**config.mk**
```make
export PLATFORM = sky130hd
export DESIGN_NAME = control_fsm
export DESIGN_NICKNAME = d
export VERILOG_FILES = /design/src/rtl/control_fsm.sv
export SDC_FILE = /design/constraint.sdc
export NUM_CORES = 1
export LEC_CHECK = 0
export CAP_MARGIN = 40
export CORE_UTILIZATION = 45
export DETAILED_ROUTE_END_ITERATION = 10
export GPL_TIMING_DRIVEN = 0
export PLACE_DENSITY = 0.79
export SLEW_MARGIN = 20
export SYNTH_ARGS = -nofsm -noshare
export SYNTH_HDL_FRONTEND = slang
export SYNTH_SLANG_ARGS = --single-unit
```
**constraint.sdc**
```tcl
create_clock -name clk -period 1.97 [get_ports clk]
set_clock_uncertainty 0.05 [all_clocks]
set_input_delay 0.394 -clock clk [delete_from_list [all_inputs] [get_ports clk]]
set_output_delay 0.394 -clock clk [all_outputs]
set_load 0.05 [all_outputs]
```
**src/rtl/control_fsm.sv**
```systemverilog
// Multicycle RISC-V control FSM: sequences fetch/decode/execute/memory/writeback steps.
// Latency: Moore outputs follow state_q; instructions take 3-5 cycles plus memory stalls.
// Backpressure: memory states hold while mem_ready=0; a run of stalls at the limit ends in FAULT.
module control_fsm #(
  parameter int STALL_LIMIT = 15
) (
  input  logic       clk,
  input  logic       reset,
  input  logic [6:0] opcode,
  input  logic       branch_taken,
  input  logic       mem_ready,
  output logic       mem_req,
  output logic       pc_write,
  output logic       ir_write,
  output logic       reg_write,
  output logic       mem_write,
  output logic       adr_src,
  output logic [1:0] alu_src_a,
  output logic [1:0] alu_src_b,
  output logic [1:0] result_src,
  output logic [1:0] alu_op,
  output logic       instr_retired,
  output logic       illegal_instr,
  output logic       mem_fault,
  output logic [3:0] state_dbg
);

  // RV32I major opcodes (instr[6:0])
  localparam logic [6:0] OPC_LOAD   = 7'b0000011;
  localparam logic [6:0] OPC_STORE  = 7'b0100011;
  localparam logic [6:0] OPC_RTYPE  = 7'b0110011;
  localparam logic [6:0] OPC_ITYPE  = 7'b0010011;
  localparam logic [6:0] OPC_BTYPE  = 7'b1100011;
  localparam logic [6:0] OPC_JAL    = 7'b1101111;
  localparam logic [6:0] OPC_JALR   = 7'b1100111;
  localparam logic [6:0] OPC_LUI    = 7'b0110111;
  localparam logic [6:0] OPC_AUIPC  = 7'b0010111;

  // ALU decoder operation classes
  localparam logic [1:0] ALU_OP__ADD                = 2'b00;
  localparam logic [1:0] ALU_OP__BRANCH             = 2'b01;
  localparam logic [1:0] ALU_OP__REGISTER_OPERATION = 2'b10;

  // Stall counter only ever holds values 0..STALL_LIMIT-1 before FAULT is taken.
  localparam int CW = (STALL_LIMIT > 1) ? $clog2(STALL_LIMIT) : 1;
  localparam logic [CW-1:0] LIMIT_M1 = CW'(STALL_LIMIT - 1);

  typedef enum logic [3:0] {
    S_FETCH    = 4'd0,
    S_DECODE   = 4'd1,
    S_MEMADR   = 4'd2,
    S_MEMREAD  = 4'd3,
    S_MEMWB    = 4'd4,
    S_MEMWRITE = 4'd5,
    S_EXECUTER = 4'd6,
    S_EXECUTEI = 4'd7,
    S_ALUWB    = 4'd8,
    S_BRANCH   = 4'd9,
    S_JAL      = 4'd10,
    S_JALR     = 4'd11,
    S_LINK     = 4'd12,
    S_LUI      = 4'd13,
    S_AUIPC    = 4'd14,
    S_FAULT    = 4'd15
  } state_t;

  state_t        state_q, state_d;
  logic [CW-1:0] stall_q, stall_d;

  // State and stall-counter registers with synchronous reset back to FETCH.
  always_ff @(posedge clk) begin
    if (reset) begin
      state_q <= S_FETCH;
      stall_q <= '0;
    end else begin
      state_q <= state_d;
      stall_q <= stall_d;
    end
  end

  // Next-state logic; stall counter is zero unless a memory state is waiting on mem_ready.
  always_comb begin
    state_d = state_q;
    stall_d = '0;
    case (state_q)
      S_FETCH, S_MEMREAD, S_MEMWRITE: begin
        if (mem_ready) begin
          case (state_q)
            S_FETCH:   state_d = S_DECODE;
            S_MEMREAD: state_d = S_MEMWB;
            default:   state_d = S_FETCH;
          endcase
        end else if ((STALL_LIMIT != 0) && (stall_q == LIMIT_M1)) begin
          state_d = S_FAULT;
        end else begin
          stall_d = stall_q + CW'(1);
        end
      end
      S_DECODE: begin
        case (opcode)
          OPC_LOAD, OPC_STORE: state_d = S_MEMADR;
          OPC_RTYPE:           state_d = S_EXECUTER;
          OPC_ITYPE:           state_d = S_EXECUTEI;
          OPC_BTYPE:           state_d = S_BRANCH;
          OPC_JAL:             state_d = S_JAL;
          OPC_JALR:            state_d = S_JALR;
          OPC_LUI:             state_d = S_LUI;
          OPC_AUIPC:           state_d = S_AUIPC;
          default:             state_d = S_FETCH;
        endcase
      end
      // opcode is still the instruction register contents, so load/store is re-checked here.
      S_MEMADR:   state_d = (opcode == OPC_LOAD) ? S_MEMREAD : S_MEMWRITE;
      S_MEMWB:    state_d = S_FETCH;
      S_EXECUTER: state_d = S_ALUWB;
      S_EXECUTEI: state_d = S_ALUWB;
      S_ALUWB:    state_d = S_FETCH;
      S_BRANCH:   state_d = S_FETCH;
      S_JAL:      state_d = S_ALUWB;
      S_JALR:     state_d = S_LINK;
      S_LINK:     state_d = S_FETCH;
      S_LUI:      state_d = S_ALUWB;
      S_AUIPC:    state_d = S_ALUWB;
      S_FAULT:    state_d = S_FAULT;
      default:    state_d = S_FETCH;
    endcase
  end

  // Moore outputs per state; only FETCH/MEMWRITE/BRANCH look at mem_ready/branch_taken. Reset forces all to 0.
  always_comb begin
    mem_req       = 1'b0;
    pc_write      = 1'b0;
    ir_write      = 1'b0;
    reg_write     = 1'b0;
    mem_write     = 1'b0;
    adr_src       = 1'b0;
    alu_src_a     = 2'b00;
    alu_src_b     = 2'b00;
    result_src    = 2'b00;
    alu_op        = ALU_OP__ADD;
    instr_retired = 1'b0;
    illegal_instr = 1'b0;
    mem_fault     = 1'b0;
    state_dbg     = 4'd0;
    if (!reset) begin
      state_dbg = state_q;
      case (state_q)
        S_FETCH: begin
          mem_req    = 1'b1;
          alu_src_b  = 2'b10;
          result_src = 2'b10;
          ir_write   = mem_ready;
          pc_write   = mem_ready;
        end
        S_DECODE: begin
          alu_src_a = 2'b01;
          alu_src_b = 2'b01;
          case (opcode)
            OPC_LOAD, OPC_STORE, OPC_RTYPE, OPC_ITYPE, OPC_BTYPE,
            OPC_JAL, OPC_JALR, OPC_LUI, OPC_AUIPC: illegal_instr = 1'b0;
            default:                               illegal_instr = 1'b1;
          endcase
        end
        S_MEMADR: begin
          alu_src_a = 2'b10;
          alu_src_b = 2'b01;
        end
        S_MEMREAD: begin
          mem_req = 1'b1;
          adr_src = 1'b1;
        end
        S_MEMWB: begin
          result_src    = 2'b01;
          reg_write     = 1'b1;
          instr_retired = 1'b1;
        end
        S_MEMWRITE: begin
          mem_req       = 1'b1;
          adr_src       = 1'b1;
          mem_write     = 1'b1;
          instr_retired = mem_ready;
        end
        S_EXECUTER: begin
          alu_src_a = 2'b10;
          alu_op    = ALU_OP__REGISTER_OPERATION;
        end
        S_EXECUTEI: begin
          alu_src_a = 2'b10;
          alu_src_b = 2'b01;
          alu_op    = ALU_OP__REGISTER_OPERATION;
        end
        S_ALUWB: begin
          reg_write     = 1'b1;
          instr_retired = 1'b1;
        end
        S_BRANCH: begin
          alu_src_a     = 2'b10;
          alu_op        = ALU_OP__BRANCH;
          pc_write      = branch_taken;
          instr_retired = 1'b1;
        end
        S_JAL: begin
          alu_src_a = 2'b01;
          alu_src_b = 2'b10;
          pc_write  = 1'b1;
        end
        S_JALR: begin
          alu_src_a  = 2'b10;
          alu_src_b  = 2'b01;
          result_src = 2'b10;
          pc_write   = 1'b1;
        end
        S_LINK: begin
          alu_src_a     = 2'b01;
          alu_src_b     = 2'b10;
          result_src    = 2'b10;
          reg_write     = 1'b1;
          instr_retired = 1'b1;
        end
        S_LUI: begin
          alu_src_a = 2'b11;
          alu_src_b = 2'b01;
        end
        S_AUIPC: begin
          alu_src_a = 2'b01;
          alu_src_b = 2'b01;
        end
        S_FAULT: begin
          mem_fault = 1'b1;
        end
        default: begin
          mem_fault = 1'b0;
        end
      endcase
    end
  end

endmodule

```
==> flow_metrics.env <==
export IMPL_outcome="finished with violations"
export IMPL_violations="setup timing"
export IMPL_synth_top_area_share_pct=16.80
export IMPL_cts_tree="built"
export IMPL_pre_cts_ws_ns=-1.171
export IMPL_multi_input_area_um2=833.3
export IMPL_cts_root_buffer="clkbuf_4"
export IMPL_ant_nets=0
export IMPL_core_um2=1982
export IMPL_synth_fp_nets=145
export IMPL_drt_iter0_drc=13
export IMPL_worstSkewPairLatency_ns=0.26
export IMPL_p_leak_nw=0.6150
export IMPL_die_area_um2=2307
export IMPL_worst_r2r_startpoint="stall_q[0]"
export IMPL_synth_cell_area_um2=953.4
export IMPL_setup_viol=6
export IMPL_r2r_setup_slack_ns=0.18
export IMPL_diodes=0
export IMPL_grt_pass1_vias=1017
export IMPL_worstReg2RegEnd="state_q[2]"
export IMPL_synth_area_leaders="dfxtp_1 (17%), nor3_1 (5.8%), nand2b_1 (5.2%)"
export IMPL_drive_gt1_share_pct=47.43
export IMPL_combinationalPowerShare_pct=81.1
export IMPL_grt_max_degree=11
export IMPL_rows=16
export IMPL_yosysWarnings=0
export IMPL_synth_edf_count=0
export IMPL_regArea_um2=165.2
export IMPL_seq_power_share_pct=12.6
export IMPL_p_per_area_nw_per_um2=1332
export IMPL_switching_share_pct=53.68
export IMPL_clockPowerShare_pct=6.2
export IMPL_cp_start_kind="register"
export IMPL_antenna_found_initial=0
export IMPL_wire_per_inst_um=14.74
export IMPL_die_x_um=48.03
export IMPL_grt_usage_pct=28.28
export IMPL_syn_inst=132
export IMPL_path_class="reg -> out"
export IMPL_r2r_cells=5
export IMPL_ys_ff_latch=8
export IMPL_cts_buffers=3
export IMPL_hold_depth=1
export IMPL_clkSlewWorstSetupHoldPaths_ns=0.06
export IMPL_finalWorstSetupSlack_ns=-0.08721
export IMPL_port_buffers=31
export IMPL_clock_sinks=8
export IMPL_worstPathArrival_ns=1.61
export IMPL_synth_distinct_cells=46
export IMPL_cts_max_path_buffers=2
export IMPL_final_nets=190
export IMPL_area_growth_pct=57.22
export IMPL_worstPathRequired_ns=1.53
export IMPL_hold_violations=0
export IMPL_synthFlopType="dfxtp_1"
export IMPL_first_pass_iters=4
export IMPL_min_to="stall_q[0]"
export IMPL_synth_avg_cell_area_um2=7.223
export IMPL_yosysTopAreaCell="dfxtp_1"
export IMPL_min_from="stall_q[0]"
export IMPL_grt_pass1_wl_mm=4.554
export IMPL_total_power_mw=1.997
export IMPL_num_vias=1163
export IMPL_rsz0062_at_grt="true"
export IMPL_cts_max_level=1
export IMPL_fp_dieH_um=48.03
export IMPL_fmax_mhz=486.1
export IMPL_relSlewSlack_pct=72.47
export IMPL_vdd_drop_max_v=0.0008265
export IMPL_gp_congestion=0.8401
export IMPL_dp_hpwl_mm=2.107
export IMPL_pin_count=32
export IMPL_seq_area_frac_synth_pct=16.80
export IMPL_power_internal_uw=925.1
export IMPL_nFillCells=144
export IMPL_wl_mm=2.978
export IMPL_fin_crit_ns=2.057
export IMPL_finalCritPeriodShare_pct=104.4
export IMPL_endpoint_kind="primary output"
export IMPL_via_per_inst=5.757
export IMPL_min_path_type="reg -> reg"
export IMPL_slew_viol_final=0
export IMPL_synth_commonest_cells="nor2_1 (11), nor3_1 (11), dfxtp_1 (8), nand2b_1 (8)"
export IMPL_tightest_slew_ns=0.4119
export IMPL_maxCapViolations=0
export IMPL_dp_cells=190
export IMPL_cp_max_fo=5
export IMPL_gr_total_overflow=0
export IMPL_drc=0
export IMPL_start_util_pct=48.11
export IMPL_synthArstFlopShare_pct=0
export IMPL_p_switching_mw=1.072
export IMPL_finalNonFillerCells=202
## kinds of logic after synthesis
| logic type | share of synthesized area [%] |
|---|---|
| flops | 16.80 |
| mux | 1.181 |
| xor+xnor | 4.594 |
| simple gates | 39.37 |
| fa+ha+maj | 2.624 |
| buf+inv | 8.135 |
| compound gates | 27.30 |
## cell type report
| type | instances | share of cell area, % |
|---|---|---|
| multi-input combinational | 109 | 55.59 |
| timing repair buffer | 40 | 21.20 |
| sequential | 8 | 11.02 |
| buffer | 11 | 7.429 |
| tap | 27 | 2.254 |
| clock buffer | 3 | 1.503 |
| inverter | 4 | 1.002 |
## worst max path at each step
stage | end | startpoint | cells after the start
CTS | alu_src_b[1] | state_q[1] | 6
detailed placement | mem_req | reset | 5
finish | alu_src_b[1] | state_q[1] | 6
global route | mem_fault | state_q[1] | 6
global placement | illegal_instr | reset | 5
floorplan | illegal_instr | reset | 3
## power groups by stage
stage          registers [mW]  clock network [mW]  logic, mW
2_1_floorplan           0.231                   0       1.04
3_3_place_gp            0.236                   0       1.39
3_5_place_dp            0.241                   0       1.40
4_1_cts                 0.240               0.131       1.51
5_1_grt                 0.255               0.144       1.72
6_report                0.252               0.125       1.62
## cells in the final DEF (no fill, tap or decap), drive strengths merged, types with 2 or more instances in the layout
cell type	n
clkdlybuf4s50	3
o21a	3
a211o	3
nor2	11
a31oi	3
o21ai	6
nor2b	7
a21o	2
buf	34
nand2b	8
nor3	11
nand3	2
nor4	4
nand2	7
a221oi	2
nand3b	2
dlygate4sd2	2
xnor2	2
a21oi	6
dfxtp	8
inv	4
a2111oi	2
a211oi	3
o21bai	3
xor2	3
clkbuf	14
nor3b	4
or2	2
ha	2
or3	2
## sequential cells by signal, indices dropped and copies added, names as in the netlist
name / cells
stall_q: 4
state_q: 4
## worst max-delay path, stage by stage, from the launching register on
cell and delay (ns):
dfxtp_2 0.32, buf_6 0.12, buf_6 0.11, or2_1 0.22, mux2_4 0.29, nor3_4 0.12
buf_6 0.18
## metrics by stage
stage                     hold slack, ns  util (%)  area [µm²]  TNS, ns
after floorplan                   0.3800         -        1006   -2.097
after global placement            0.3911     68.12        1350   -19.98
after detailed placement          0.4086     68.12        1350   -20.15
after CTS                         0.4206     72.29        1433  -0.6348
after global routing              0.4609     75.63        1499   -1.025
final                             0.4141     75.63        1499  -0.2707
## metal layers
layer  track usage, %  up-vias  routed length [µm]
met5                0        -                   0
met1            33.33      523                1215
met3            7.925        4                 219
li1                 -      568                   -
met4            8.889        0                  40
met2            49.19       68                1503
## timing repair
action                                 CTS  global route
gates resized for setup                156            32
pin swaps                                3             5
gates cloned                             1             0
endpoints found under the hold margin    0             0
hold buffers                             0             0
buffers inserted                         7             1
setup endpoints to repair               21            19
No activity file was read; power rests on OpenSTA's default activity.
